--- src/rtl/pipeline_hazard_controller_pkg.sv ---
// Shared hart types: register index, MMIO wait states and the
// stall/bubble/hold bundle that gates the pipeline registers.
package pipeline_hazard_controller_pkg;

    localparam int XLEN = 32;
    localparam int NUM_REGS = 32;
    localparam int SB_CNT_W = 2;

    typedef logic [4:0] rv_reg_t;

    typedef enum logic [0:0] {
        MMIO_IDLE = 1'b0,
        MMIO_WAIT = 1'b1
    } mmio_wait_state_t;

    typedef struct packed {
        logic stall_front;
        logic bubble_s3;
        logic hold_back;
    } hazard_ctrl_t;

    function automatic logic is_x0(input rv_reg_t r);
        return r == '0;
    endfunction

endpackage

--- src/rtl/pipeline_hazard_controller_reg_scoreboard.sv ---
// Per-register in-flight write counters for x1..x31; x0 is never busy.
// A same-cycle increment and decrement of one register cancel out.
import pipeline_hazard_controller_pkg::*;

module reg_scoreboard (
    input  logic       clock,
    input  logic       reset,
    input  logic       inc_en,
    input  logic [4:0] inc_rd,
    input  logic       dec_en,
    input  logic [4:0] dec_rd,
    input  logic [4:0] rs1,
    input  logic [4:0] rs2,
    output logic       rs1_busy,
    output logic       rs2_busy
);

    logic [NUM_REGS-1:0] busy;

    assign busy[0] = 1'b0;

    for (genvar i = 1; i < NUM_REGS; i++) begin : g_cnt
        logic [SB_CNT_W-1:0] cnt_q;
        logic [SB_CNT_W-1:0] cnt_d;
        logic                inc;
        logic                dec;

        assign inc = inc_en && (inc_rd == 5'(i));
        assign dec = dec_en && (dec_rd == 5'(i));

        always_comb begin
            cnt_d = cnt_q;
            if (inc && !dec) begin
                cnt_d = cnt_q + SB_CNT_W'(1);
            end else if (dec && !inc) begin
                cnt_d = cnt_q - SB_CNT_W'(1);
            end
        end

        always_ff @(posedge clock) begin
            if (reset) begin
                cnt_q <= '0;
            end else begin
                cnt_q <= cnt_d;
            end
        end

        assign busy[i] = (cnt_q != '0);

        // At most three writes to one register may be in flight.
        a_no_ovf: assert property (@(posedge clock) disable iff (reset)
            !(inc && !dec && (cnt_q == 2'd3)))
            else $error("scoreboard overflow on x%0d", i);

        a_no_unf: assert property (@(posedge clock) disable iff (reset)
            !(dec && !inc && (cnt_q == 2'd0)))
            else $error("scoreboard underflow on x%0d", i);
    end

    assign rs1_busy = busy[rs1];
    assign rs2_busy = busy[rs2];

endmodule

--- src/rtl/pipeline_hazard_controller.sv ---
// Hart hazard control: RAW stall/bubble, MMIO write freeze with timeout.
// Optional perf counters when HAZARD_PERF_COUNTERS_EN is defined.
import pipeline_hazard_controller_pkg::*;

module pipeline_hazard_controller #(
    parameter int MMIO_TIMEOUT = 255,
    parameter int TIMEOUT_W    = 16
) (
    input  logic        clock,
    input  logic        reset,
    input  logic        issue_valid,
    input  logic        issue_uses_rs1,
    input  logic        issue_uses_rs2,
    input  logic [4:0]  issue_rs1,
    input  logic [4:0]  issue_rs2,
    input  logic        issue_rd_en,
    input  logic [4:0]  issue_rd,
    input  logic        jump_taken,
    input  logic        retire_en,
    input  logic [4:0]  retire_rd,
    input  logic        mmio_w_start,
    input  logic        mmio_write_complete,
    output logic        stall_front,
    output logic        bubble_s3,
    output logic        hold_back,
    output logic        mmio_timeout_err
`ifdef HAZARD_PERF_COUNTERS_EN
    ,
    output logic [31:0] perf_raw_stall_cycles,
    output logic [31:0] perf_mmio_wait_cycles,
    output logic [31:0] perf_squashes
`endif
);

    localparam logic [0:0] ST_IDLE = MMIO_IDLE;
    localparam logic [0:0] ST_WAIT = MMIO_WAIT;
    localparam logic [TIMEOUT_W-1:0] TMO = TIMEOUT_W'(MMIO_TIMEOUT);

    logic [0:0]           state_q;
    logic [0:0]           state_d;
    logic [TIMEOUT_W-1:0] wait_cnt_q;
    logic [TIMEOUT_W-1:0] wait_cnt_d;
    logic                 err_q;
    logic                 err_d;

    hazard_ctrl_t ctrl;
    logic         rs1_busy;
    logic         rs2_busy;
    logic         hazard;
    logic         raw_stall;
    logic         issue_fire;
    logic         inc_en;
    logic         dec_en;

    assign hazard = issue_valid
                  & ((issue_uses_rs1 & rs1_busy)
                  |  (issue_uses_rs2 & rs2_busy));

    // A redirect squashes the stalled instruction, so it wins over the hazard.
    assign raw_stall = hazard & ~jump_taken;

    always_comb begin
        ctrl.hold_back   = (state_q == ST_WAIT);
        ctrl.stall_front = raw_stall | ctrl.hold_back;
        ctrl.bubble_s3   = raw_stall & ~ctrl.hold_back;
    end

    assign issue_fire = issue_valid & ~jump_taken
                      & ~ctrl.stall_front & ~ctrl.hold_back;
    assign inc_en = issue_fire & issue_rd_en;
    assign dec_en = retire_en & ~ctrl.hold_back;

    reg_scoreboard u_sb (
        .clock    (clock),
        .reset    (reset),
        .inc_en   (inc_en),
        .inc_rd   (issue_rd),
        .dec_en   (dec_en),
        .dec_rd   (retire_rd),
        .rs1      (issue_rs1),
        .rs2      (issue_rs2),
        .rs1_busy (rs1_busy),
        .rs2_busy (rs2_busy)
    );

    always_comb begin
        state_d    = state_q;
        wait_cnt_d = wait_cnt_q;
        err_d      = err_q;
        unique case (state_q)
            ST_IDLE: begin
                if (mmio_w_start && !mmio_write_complete) begin
                    state_d    = ST_WAIT;
                    wait_cnt_d = TIMEOUT_W'(1);
                end
            end
            ST_WAIT: begin
                // Completion on the final cycle still counts as success.
                if (mmio_write_complete) begin
                    state_d    = ST_IDLE;
                    wait_cnt_d = '0;
                end else if (wait_cnt_q == TMO) begin
                    state_d    = ST_IDLE;
                    wait_cnt_d = '0;
                    err_d      = 1'b1;
                end else begin
                    wait_cnt_d = wait_cnt_q + TIMEOUT_W'(1);
                end
            end
            default: begin
                state_d    = ST_IDLE;
                wait_cnt_d = '0;
            end
        endcase
    end

    always_ff @(posedge clock) begin
        if (reset) begin
            state_q    <= ST_IDLE;
            wait_cnt_q <= '0;
            err_q      <= 1'b0;
        end else begin
            state_q    <= state_d;
            wait_cnt_q <= wait_cnt_d;
            err_q      <= err_d;
        end
    end

    assign stall_front      = ctrl.stall_front;
    assign bubble_s3        = ctrl.bubble_s3;
    assign hold_back        = ctrl.hold_back;
    assign mmio_timeout_err = err_q;

`ifdef HAZARD_PERF_COUNTERS_EN
    logic [31:0] perf_raw_q;
    logic [31:0] perf_raw_d;
    logic [31:0] perf_wait_q;
    logic [31:0] perf_wait_d;
    logic [31:0] perf_sq_q;
    logic [31:0] perf_sq_d;

    always_comb begin
        perf_raw_d  = perf_raw_q  + 32'(raw_stall);
        perf_wait_d = perf_wait_q + 32'(ctrl.hold_back);
        perf_sq_d   = perf_sq_q   + 32'(jump_taken);
    end

    always_ff @(posedge clock) begin
        if (reset) begin
            perf_raw_q  <= '0;
            perf_wait_q <= '0;
            perf_sq_q   <= '0;
        end else begin
            perf_raw_q  <= perf_raw_d;
            perf_wait_q <= perf_wait_d;
            perf_sq_q   <= perf_sq_d;
        end
    end

    assign perf_raw_stall_cycles = perf_raw_q;
    assign perf_mmio_wait_cycles = perf_wait_q;
    assign perf_squashes         = perf_sq_q;
`endif

endmodule
--- config.mk ---
export PLATFORM = sky130hd
export DESIGN_NAME = pipeline_hazard_controller
export DESIGN_NICKNAME = d
export VERILOG_FILES = /design/src/rtl/pipeline_hazard_controller_pkg.sv /design/src/rtl/pipeline_hazard_controller_reg_scoreboard.sv /design/src/rtl/pipeline_hazard_controller.sv
export SDC_FILE = /design/constraint.sdc
export NUM_CORES = 1
export LEC_CHECK = 0
export BUFFER_PORTS_ARGS = -buffer_cell sky130_fd_sc_hd__buf_4
export CAP_MARGIN = 40
export CORE_ASPECT_RATIO = 1.2
export CORE_MARGIN = 8
export CORE_UTILIZATION = 52
export DETAILED_ROUTE_END_ITERATION = 6
export PLACE_DENSITY = 0.8
export SYNTH_ARGS = -nofsm -noshare
export SYNTH_HDL_FRONTEND = slang
export SYNTH_SLANG_ARGS = --single-unit
--- constraint.sdc ---
create_clock -name clock -period 5.5 [get_ports clock]
set_clock_uncertainty 0.2 [all_clocks]
set_input_delay 0.275 -clock clock [delete_from_list [all_inputs] [get_ports clock]]
set_output_delay 0.275 -clock clock [all_outputs]
set_load 0.1 [all_outputs]
-- Word level (Yosys, flattened, before mapping)
Index checks and enable logic that the tools add are counted.
- add/sub/neg operators: 63
- order comparisons: 2
- equal/unequal tests: 64
- multiplexer cells: 74
- bitwise operators: 16
- reductions and logical operators: 251
- operator list (cell ; number):
    5-bit equality test, second input constant ; 32
    1-bit logical AND ; 125
    2-bit two-way mux ; 62
    2-bit nonzero test ; 62
    5-bit by 4-bit equality test with 1-bit output, second input constant ; 16
    1-bit logical NOT ; 63
    2-bit by 1-bit adder with 2-bit output, second input constant ; 31
    2-bit by 1-bit subtractor with 2-bit output, second input constant ; 31
    16-bit two-way mux ; 3
    5-bit by 3-bit equality test with 1-bit output, second input constant ; 8
    16-bit case mux with 2 select lines ; 1
    5-bit by 2-bit equality test with 1-bit output, second input constant ; 4
    16-bit by 1-bit adder with 16-bit output, second input constant ; 1
    16-bit by 8-bit equality test with 1-bit output, second input constant ; 1
    5-bit by 6-bit less-than comparator with 1-bit output, second input constant ; 2
    1-bit bitwise AND ; 10
    1-bit binary-select mux with 5-bit select ; 2
    5-bit by 1-bit equality test with 1-bit output, second input constant ; 2
    1-bit two-way mux ; 5
    1-bit inverter ; 4
    3-bit AND reduction ; 1
    2-bit by 1-bit inequality test with 1-bit output, second input constant ; 1
    1-bit OR ; 2
    1-bit case mux with 2 select lines ; 1
- register bits after elaboration: 80
- input bits: 30
- output and inout bits: 4

-- Depth between registers and ports, before layout
Gate-level depths: netlist of run 1.
- depth after elaboration: 17
- mapped depth: 14
- gate-level depth less buffers: 11

-- Cells and area by module
Synthesis of run 1 repeated with hierarchy kept, for this count alone.
- cells, all modules: 588
- area total of the unflattened synthesis: 4877.2 um2
- by module, submodules not included (module ; instances ; cells each ; area each (um2)):
    reg_scoreboard ; 1 ; 471 ; 3912.5
    pipeline_hazard_controller ; 1 ; 117 ; 964.7

-- Worst setup path before layout of run 1
No wires, ideal clock.
- path type: in2reg
- from: in issue_rs1[2]
- to: reg u_sb.g_cnt[14].cnt_q[1]
- setup time: 0.071 ns
- arrival time: 2.588 ns
- data required time: 5.229 ns
- path slack: 2.641 ns
- cell stages on the path: 12
- path through: buf_4 -> inv_6 -> o211a_1 -> o31a_1 -> a211oi_2 -> o32ai_1 -> a221o_2 -> buf_6 -> nor3_1 -> ha_1 -> or3_1 -> a21oi_1
- longest elaborated chain between the ends: 15
- elaborated cells between the ends (all ways): 17
- those cells by class: mux: 3; bitwise: 9; reduce/logical: 5
- ends and longest elaborated chain (item ; line ; text):
    start: declaration ; pipeline_hazard_controller.sv:14 ; input logic [4:0] issue_rs1,
    1-bit binary-select mux with 5-bit select * ; pipeline_hazard_controller_reg_scoreboard.sv:60 ; assign rs1_busy = busy[rs1];
    1-bit two-way mux (implied by the code) * ; pipeline_hazard_controller_reg_scoreboard.sv:60 ;
    1-bit bitwise AND * ; pipeline_hazard_controller.sv:56 ; & ((issue_uses_rs1 & rs1_busy)
    1-bit OR * ; pipeline_hazard_controller.sv:57 ; | (issue_uses_rs2 & rs2_busy));
    1-bit bitwise AND * ; pipeline_hazard_controller.sv:56 ;
    1-bit bitwise AND * ; pipeline_hazard_controller.sv:60 ; assign raw_stall = hazard & ~jump_taken;
    1-bit OR * ; pipeline_hazard_controller.sv:64 ; ctrl.stall_front = raw_stall | ctrl.hold_back;
    1-bit inverter * ; pipeline_hazard_controller.sv:69 ; & ~ctrl.stall_front & ~ctrl.hold_back;
    1-bit bitwise AND * (2 in series) ; pipeline_hazard_controller.sv:69 ;
    1-bit bitwise AND * ; pipeline_hazard_controller.sv:70 ; assign inc_en = issue_fire & issue_rd_en;
    1-bit logical AND * ; pipeline_hazard_controller_reg_scoreboard.sv:28 ; assign inc = inc_en && (inc_rd == 5'(i));
    1-bit logical NOT ; pipeline_hazard_controller_reg_scoreboard.sv:35 ; end else if (dec && !inc) begin
    1-bit logical AND ; pipeline_hazard_controller_reg_scoreboard.sv:35 ;
    2-bit nonzero test (no line) ; -- ;
    end signal: assignment ; pipeline_hazard_controller_reg_scoreboard.sv:44 ; cnt_q <= cnt_d;
    end: declaration ; pipeline_hazard_controller_reg_scoreboard.sv:23 ; logic [SB_CNT_W-1:0] cnt_q;
Every way passes the cells marked *; elsewhere a longest branch is shown, timed or not. The select of a mux whose other input is x is not followed.
A chain may end at the register's enable or synchronous reset.

-- Worst setup path in the final report of run 1
- from: reg u_sb.g_cnt[29].cnt_q[0]
- to: reg u_sb.g_cnt[24].cnt_q[1]
- longest elaborated chain between the ends: 16
- elaborated cells between the ends (all ways): 21
- those cells by class: mux: 5; bitwise: 10; reduce/logical: 6
- ends and longest elaborated chain (item ; line ; text):
    start: declaration ; pipeline_hazard_controller_reg_scoreboard.sv:23 ;
    start signal: assignment ; pipeline_hazard_controller_reg_scoreboard.sv:44 ;
    2-bit nonzero test * ; pipeline_hazard_controller_reg_scoreboard.sv:48 ; assign busy[i] = (cnt_q != '0);
    1-bit binary-select mux with 5-bit select (on tied branches) ; pipeline_hazard_controller_reg_scoreboard.sv:60, pipeline_hazard_controller_reg_scoreboard.sv:61 ;
    1-bit two-way mux (on tied branches) ; pipeline_hazard_controller_reg_scoreboard.sv:60, pipeline_hazard_controller_reg_scoreboard.sv:61 ;
    1-bit bitwise AND (on tied branches) ; pipeline_hazard_controller.sv:56, pipeline_hazard_controller.sv:57 ;
    1-bit OR * ; pipeline_hazard_controller.sv:57 ;
    1-bit bitwise AND * ; pipeline_hazard_controller.sv:56 ;
    1-bit bitwise AND * ; pipeline_hazard_controller.sv:60 ;
    1-bit OR * ; pipeline_hazard_controller.sv:64 ;
    1-bit inverter * ; pipeline_hazard_controller.sv:69 ;
    1-bit bitwise AND * (2 in series) ; pipeline_hazard_controller.sv:69 ;
    1-bit bitwise AND * ; pipeline_hazard_controller.sv:70 ;
    1-bit logical AND * ; pipeline_hazard_controller_reg_scoreboard.sv:28 ;
    1-bit logical NOT ; pipeline_hazard_controller_reg_scoreboard.sv:35 ;
    1-bit logical AND ; pipeline_hazard_controller_reg_scoreboard.sv:35 ;
    2-bit nonzero test (no line) ; -- ;
    end signal: assignment ; pipeline_hazard_controller_reg_scoreboard.sv:44 ;
    end: declaration ; pipeline_hazard_controller_reg_scoreboard.sv:23 ;
Marks and branches as above.

==> results.toml, run 1 <==
[timing]
fin_crit_ps = 3520
setup_viol = 0
final_max_slew_viol_count = 0
period_share_pct = 63.9
worst_pin_slew_ps = 937
rsz0062_at_grt = "no"
relSlewSlack_pct = 37.4
fmax_ghz = 0.284
finalSetupTns_ps = 0
hold_viol = 0
whs_ps = 16.5

[logic_synthesis]
synth_xor_area_share_pct = 13.4
synth_edf_count = 0
ys_ff_latch = 80
ys_async_sr_fraction_pct = 0
synth_cell_types = 54
yosys.area_share.simple_pct = 26.3
synthesis.area_um2 = 4910
synth_mux_area_share_pct = 1.45
syn_nets = 667
ys.flop_type = "dfxtp_1"
syn_inst = 605
synth_top_family_by_area = "simple AND/OR/NAND/NOR gates"
ys.warnings.count = 0
synth-seq-area-share_pct = 32.6
synthAdderAreaFrac_pct = 8.15
syn_area_per_cell_um2 = 8.12
synth_compound_gate_area_share_pct = 14.4

[finish]
diodes = 0
fill_cells = 828
layout_common_cells = "80 x nor2_1, 80 x dfxtp_1, 73 x xor2_1"
fin_area_um2 = 5500
drive_above_1_share_pct = 8.87
num-nets-final = 688
areaGrowthSynthToFinish_pct = 12.0

[clocking]
cts_tree = "yes"
cts_setup_buffers = 0
htreeDepth = 3
worstSkewPairLatency_ps = 350
root_buffer = "clkbuf_16"
clk_pin_slew_ps = 60
cts_made_buffers = 9
clock_path_buffers = 2
clkSinkCount = 80

[critical_path]
cp-start-kind = "flop"
cp_common_cell = "nor3_1"
worstPathArrival_ps = 3590
crit_slowest_cell = "a221o_2"
rr_worst_depth = 9
worstPathRequired_ps = 5570
regToRegStartpoint = "u_sb.g_cnt[29].cnt_q[0]$_SDFFE_PP0P_"
cp_top_family = "compound AO/OA/AOI/OAI gates"
path_cells = "nor2_1 > a211oi_1 > a2111oi_0 > nor3_1 > a221o_2 > nor3_1 > ha_1 > or3_1 > a21oi_1"
crit_buf_inv = 0
path_class = "flop to flop"
reg2reg_to = "u_sb.g_cnt[24].cnt_q[1]$_SDFFE_PP0P_"
end_kind = "flop"
reg2reg_slack_ps = 1980
cpPeakStageDelay_ps = 640
cp_max_fo = 33

[placed_design]
place.gp.congestion = 0.937
hpwl_um = 9240
placed_area_um2 = 5160
port_buffers = 33

[route]
drc = 0
ant_nets = 0
drt-total-wl_um = 13100
drtPass1Iterations = 5
wl_per_cell_um = 17.3
drt_iter0_drc = 434
vias = 4622
viasPerCell = 6.13

[floorplanning]
coreArea_um2 = 9370
ios = 34
dieArea_um2 = 12800
die_w_um = 105
rows = 39
initial_utilization_pct = 52.4
fp.dieH_um = 122

[outcome]
status = "completed"

[power]
vdd_ir_drop_max_mv = 0.206
total_power_mw = 1.40
powerDensity_nw_per_um2 = 255
p_leak_nw = 2.14

[flow_run]
maxCapViolCount = 0

[grt]
grt_pass1_wl_um = 21800
antenna_found_initial = 0
track_usage_pct = 20.9
grt_pass1_vias = 4618
grt_max_degree = 69
overflow = 0

[worst_hold_path]
worstHoldPathCells = 3
hp-start = "mmio_w_start"
min_to = "hold_back$_SDFF_PP0_"
hold_class = "input port to flop"
[synthesized netlist by cell type (4+ instances only)]
| master | n | area [µm²] |
|---|---|---|
| nor2_1 | 80 | 300 |
| inv_1 | 7 | 26.3 |
| dfxtp_1 | 80 | 1600 |
| or3_1 | 32 | 200 |
| nand2_1 | 53 | 199 |
| ha_1 | 32 | 400 |
| nor2b_1 | 7 | 43.8 |
| buf_6 | 6 | 67.6 |
| a31oi_1 | 4 | 25.0 |
| xor2_1 | 73 | 639 |
| a21oi_1 | 42 | 210 |
| buf_4 | 4 | 30.0 |
| nor3b_1 | 5 | 37.5 |
| a211oi_1 | 9 | 67.6 |
| o21ai_0 | 33 | 165 |
| nand3_1 | 9 | 45.0 |
| a2111oi_0 | 5 | 43.8 |
| clkbuf_1 | 11 | 41.3 |
| nor3_1 | 59 | 295 |
[through the flow]
stage	cells	setup slack, ps	util (%)
3_5_place_dp	737	2150	55.1
3_3_place_gp	737	2220	55.1
5_1_grt	754	1790	58.7
6_report	754	1980	58.7
2_1_floorplan	605	2640	-
4_1_cts	754	2070	58.7
[layer usage]
metal / GRT usage (%) / up-vias / share of wire (%)
met5: 0 / - / 0
li1: - / 2189 / -
met2: 36.5 / 169 / 49
met1: 23.1 / 2214 / 41
met3: 4.04 / 50 / 5.3
met4: 13.0 / 0 / 4.5
[sequential cells by signal, summed over array words and instances (netlist names)]
| register | cells |
|---|---|
| hold_back | 1 |
| u_sb.g_cnt.cnt_q | 62 |
| mmio_timeout_err | 1 |
| wait_cnt_q | 16 |
[worst register-to-register path, delay by kind of cell, from the launching register on]
family | cells | cell delay [ps]
adder cells (fa/ha/maj) | 1 | 340
AND/OR/NAND/NOR | 4 | 1160
flip-flops | 1 | 340
AO/OA/AOI/OAI | 4 | 1400
[layout make-up]
| type | instances | area (µm²) | area share, % |
|---|---|---|---|
| multi-input combinational | 493 | 3130 | 56.8 |
| sequential | 80 | 1600 | 29.1 |
| timing repair buffer | 34 | 258 | 4.68 |
| clock buffer | 10 | 239 | 4.34 |
| tap | 123 | 154 | 2.80 |
| clock inverter | 6 | 90.1 | 1.64 |
| inverter | 8 | 35.0 | 0.637 |
[timing repair]
action                     CTS  global route
setup endpoints to repair    0             0
resized for setup            0             0
hold buffers                 1             0
hold endpoints to repair     1             0
[power breakdown]
group	total (mW)	leakage (nW)	switching (mW)	internal, mW
sequential	0.597	0.646	0.00943	0.587
clock	0.663	0.159	0.252	0.411
combinational	0.143	1.34	0.0930	0.0496
[cell families after synthesis]
family	Yosys count
fa+ha+maj	32
flops	80
xor+xnor	75
compound gates	115
buf+inv	32
mux	3
simple gates	268
[worst max path at each step]
| stage | cells past startpoint | start | slack [ps] | endpoint |
|---|---|---|---|---|
| after floorplan | 12 | issue_rs1[2] | 2640 | u_sb.g_cnt[14].cnt_q[1]$_SDFFE_PP0P_ |
| after global placement | 11 | issue_rs1[2] | 2220 | u_sb.g_cnt[11].cnt_q[1]$_SDFFE_PP0P_ |
| after detailed placement | 11 | issue_rs1[2] | 2150 | u_sb.g_cnt[12].cnt_q[1]$_SDFFE_PP0P_ |
| after CTS | 9 | u_sb.g_cnt[25].cnt_q[0]$_SDFFE_PP0P_ | 2070 | u_sb.g_cnt[9].cnt_q[1]$_SDFFE_PP0P_ |
| after global routing | 9 | u_sb.g_cnt[29].cnt_q[0]$_SDFFE_PP0P_ | 1790 | u_sb.g_cnt[24].cnt_q[1]$_SDFFE_PP0P_ |
| final | 9 | u_sb.g_cnt[29].cnt_q[0]$_SDFFE_PP0P_ | 1980 | u_sb.g_cnt[24].cnt_q[1]$_SDFFE_PP0P_ |
Note: power is estimated with default switching activity, not from simulation.
==> inputs of run 2 (changes only) <==
--- a/config.mk
+++ b/config.mk
@@ -5,13 +5,14 @@
 export SDC_FILE = /design/constraint.sdc
 export NUM_CORES = 1
 export LEC_CHECK = 0
+export ABC_AREA = 1
 export BUFFER_PORTS_ARGS = -buffer_cell sky130_fd_sc_hd__buf_4
 export CAP_MARGIN = 40
 export CORE_ASPECT_RATIO = 1.2
 export CORE_MARGIN = 8
 export CORE_UTILIZATION = 52
 export DETAILED_ROUTE_END_ITERATION = 6
-export PLACE_DENSITY = 0.8
+export PLACE_DENSITY = 0.83
 export SYNTH_ARGS = -nofsm -noshare
 export SYNTH_HDL_FRONTEND = slang
 export SYNTH_SLANG_ARGS = --single-unit
==> constraint.sdc (replaced) <==
create_clock -name clock -period 3.1 [get_ports clock]
set_clock_uncertainty 0.2 [all_clocks]
set_input_delay 0.155 -clock clock [delete_from_list [all_inputs] [get_ports clock]]
set_output_delay 0.155 -clock clock [all_outputs]
set_load 0.1 [all_outputs]
==> results.toml, run 2 <==
[floorplanning]
coreArea_um2 = 9860
rows = 40
fp.dieH_um = 126
die_w_um = 107
ios = 34
dieArea_um2 = 13500
initial_utilization_pct = 52.8

[timing]
period_share_pct = 89.6
worst_pin_slew_ps = 686
setup_viol = 0
relSlewSlack_pct = 54.1
hold_viol = 0
fin_crit_ps = 2780
fmax_ghz = 0.360
finalSetupTns_ps = 0
whs_ps = 262
rsz0062_at_grt = "no"
final_max_slew_viol_count = 0

[route]
wl_per_cell_um = 14.5
drt_iter0_drc = 494
vias = 5288
drc = 0
drtPass1Iterations = 5
drt-total-wl_um = 13700
ant_nets = 0
viasPerCell = 5.61

[critical_path]
cp-start-kind = "flop"
path_class = "flop to flop"
regToRegStartpoint = "u_sb.g_cnt[10].cnt_q[0]$_SDFFE_PP0P_"
worstPathRequired_ps = 3120
crit_start = "u_sb.g_cnt[10].cnt_q[0]$_SDFFE_PP0P_"
cp_max_fo = 31
worstPathArrival_ps = 2800
end_kind = "flop"

[power]
p_leak_nw = 2.18
powerDensity_nw_per_um2 = 397
vdd_ir_drop_max_mv = 0.240
total_power_mw = 2.31

[worst_hold_path]
hold_class = "flop to flop"
hp-start = "u_sb.g_cnt[10].cnt_q[1]$_SDFFE_PP0P_"

[logic_synthesis]
ys_ff_latch = 80
synth_top_family_by_area = "simple AND/OR/NAND/NOR gates"
ys_top_cells_by_area = "dfxtp_1 31%, o21ai_0 12%, a21oi_1 8.7%, nand3_1 8.4%, nand2_1 8.1%"
synth_xor_area_share_pct = 3.03
synth_cell_types = 33
yosys.area.top_type = "dfxtp_1"
synth_edf_count = 0
synth_mux_area_share_pct = 0
netlist.area_leader.share_pct = 30.8
synth_commonest_cells = "128 x o21ai_0, 112 x nand2_1, 96 x inv_1, 90 x a21oi_1, 87 x nand3_1"
synth_compound_gate_area_share_pct = 22.3
yosys.area_share.simple_pct = 26.5
synthAdderAreaFrac_pct = 7.69
syn_inst = 782
syn_area_per_cell_um2 = 6.65
yosys.cell_count.top_type = "o21ai_0"
synth-seq-area-share_pct = 30.8
synthesis.area_um2 = 5200
ys.flop_type = "dfxtp_1"
ys_async_sr_fraction_pct = 0
syn_nets = 844
ys.warnings.count = 0

[clocking]
clkSinkCount = 80
worstSkewPairLatency_ps = 340
clk_pin_slew_ps = 60
root_buffer = "clkbuf_16"
hold_buffers = 5
cts_tree = "yes"
cts_setup_buffers = 0
cts_made_buffers = 9
cts-resized-gates = 0
htreeDepth = 3
clock_path_buffers = 2

[finish]
areaGrowthSynthToFinish_pct = 12.1
largest_register_ffs = 62
reg.largest.list = "u_sb.g_cnt.cnt_q x62, wait_cnt_q x16"
fin_area_um2 = 5830
diodes = 0
final_common_cell = "o21ai_0"
drive_above_1_share_pct = 11.0
top_register = "u_sb.g_cnt.cnt_q"
layout_common_cells = "128 x o21ai_0, 112 x nand2_1, 96 x inv_1"
num-nets-final = 875

[outcome]
status = "completed"

[grt]
grt_pass1_wl_um = 22600
antenna_found_initial = 0
overflow = 0
grt_max_degree = 32
grt_pass1_vias = 4879
track_usage_pct = 20.8

[placed_design]
place.gp.congestion = 0.961
placed_area_um2 = 5520
hpwl_um = 9960
port_buffers = 33

[flow_run]
maxCapViolCount = 0
==> run 2: cells by family (layout without fill, tap and decap cells) <==
kind of cell | after synthesis | after routing
and+or+nand+nor | 303 | 303
AOI/OAI and AO/OA | 227 | 227
buffers and inverters | 122 | 156
DFF | 80 | 80
adders and majority gates | 32 | 32
xor gates and xnor gates | 18 | 18
==> run 2: final timing paths <==
path                                          endpoint  slack (ps)  cells after the start
setup / recovery   u_sb.g_cnt[5].cnt_q[1]$_SDFFE_PP0P_         320                     19
hold reg to reg   u_sb.g_cnt[10].cnt_q[1]$_SDFFE_PP0P_         260                      2
setup reg to reg   u_sb.g_cnt[5].cnt_q[1]$_SDFFE_PP0P_         320                     19
hold / removal    u_sb.g_cnt[10].cnt_q[1]$_SDFFE_PP0P_         260                      2
==> run 2: area by class of cell <==
class / instances / area [µm²]
clock buffer: 11 / 243
multi-input combinational: 580 / 3100
tap: 126 / 158
sequential: 80 / 1600
clock inverter: 3 / 20.0
fill: 936 / 4030
timing repair buffer: 42 / 340
inverter: 100 / 375
==> run 2: critical path, cell delays in order, from the launching register on <==
cell and delay, ps:
dfxtp_1 330, nor2_1 230, nand2_1 90, nand2_1 70
nand2_1 50, nand3_1 70, nand3_1 70, nand2_1 90
nand2_1 60, nand3_1 90, nand2_1 100, nand2_2 110
nand3_4 70, buf_12 200, nor2_2 110, ha_1 260
a21oi_1 120, o21ai_0 110, o21ai_0 170, a21oi_1 60
==> run 2: where the power goes <==
| group | switching (mW) | internal, mW |
|---|---|---|
| combinational | 0.205 | 0.0947 |
| sequential | 0.0117 | 1.04 |
| clock | 0.406 | 0.553 |
| total | 0.623 | 1.69 |
==> run 2: through the flow <==
step	worst slack, ps	utilization [%]	std cells
2_1_floorplan	358	-	782
3_3_place_gp	281	56.0	923
3_5_place_dp	254	56.0	923
4_1_cts	321	59.2	942
5_1_grt	82.9	59.2	942
6_report	322	59.2	942
==> run 2: layer usage <==
layer  vias to the layer above  GRT usage, %  wire (µm)
met5                         -             0          0
met4                         0          13.9        696
met3                        48          3.75        944
met2                       212          33.9       6520
met1                      2347          24.2       5520
li1                       2681             -          -
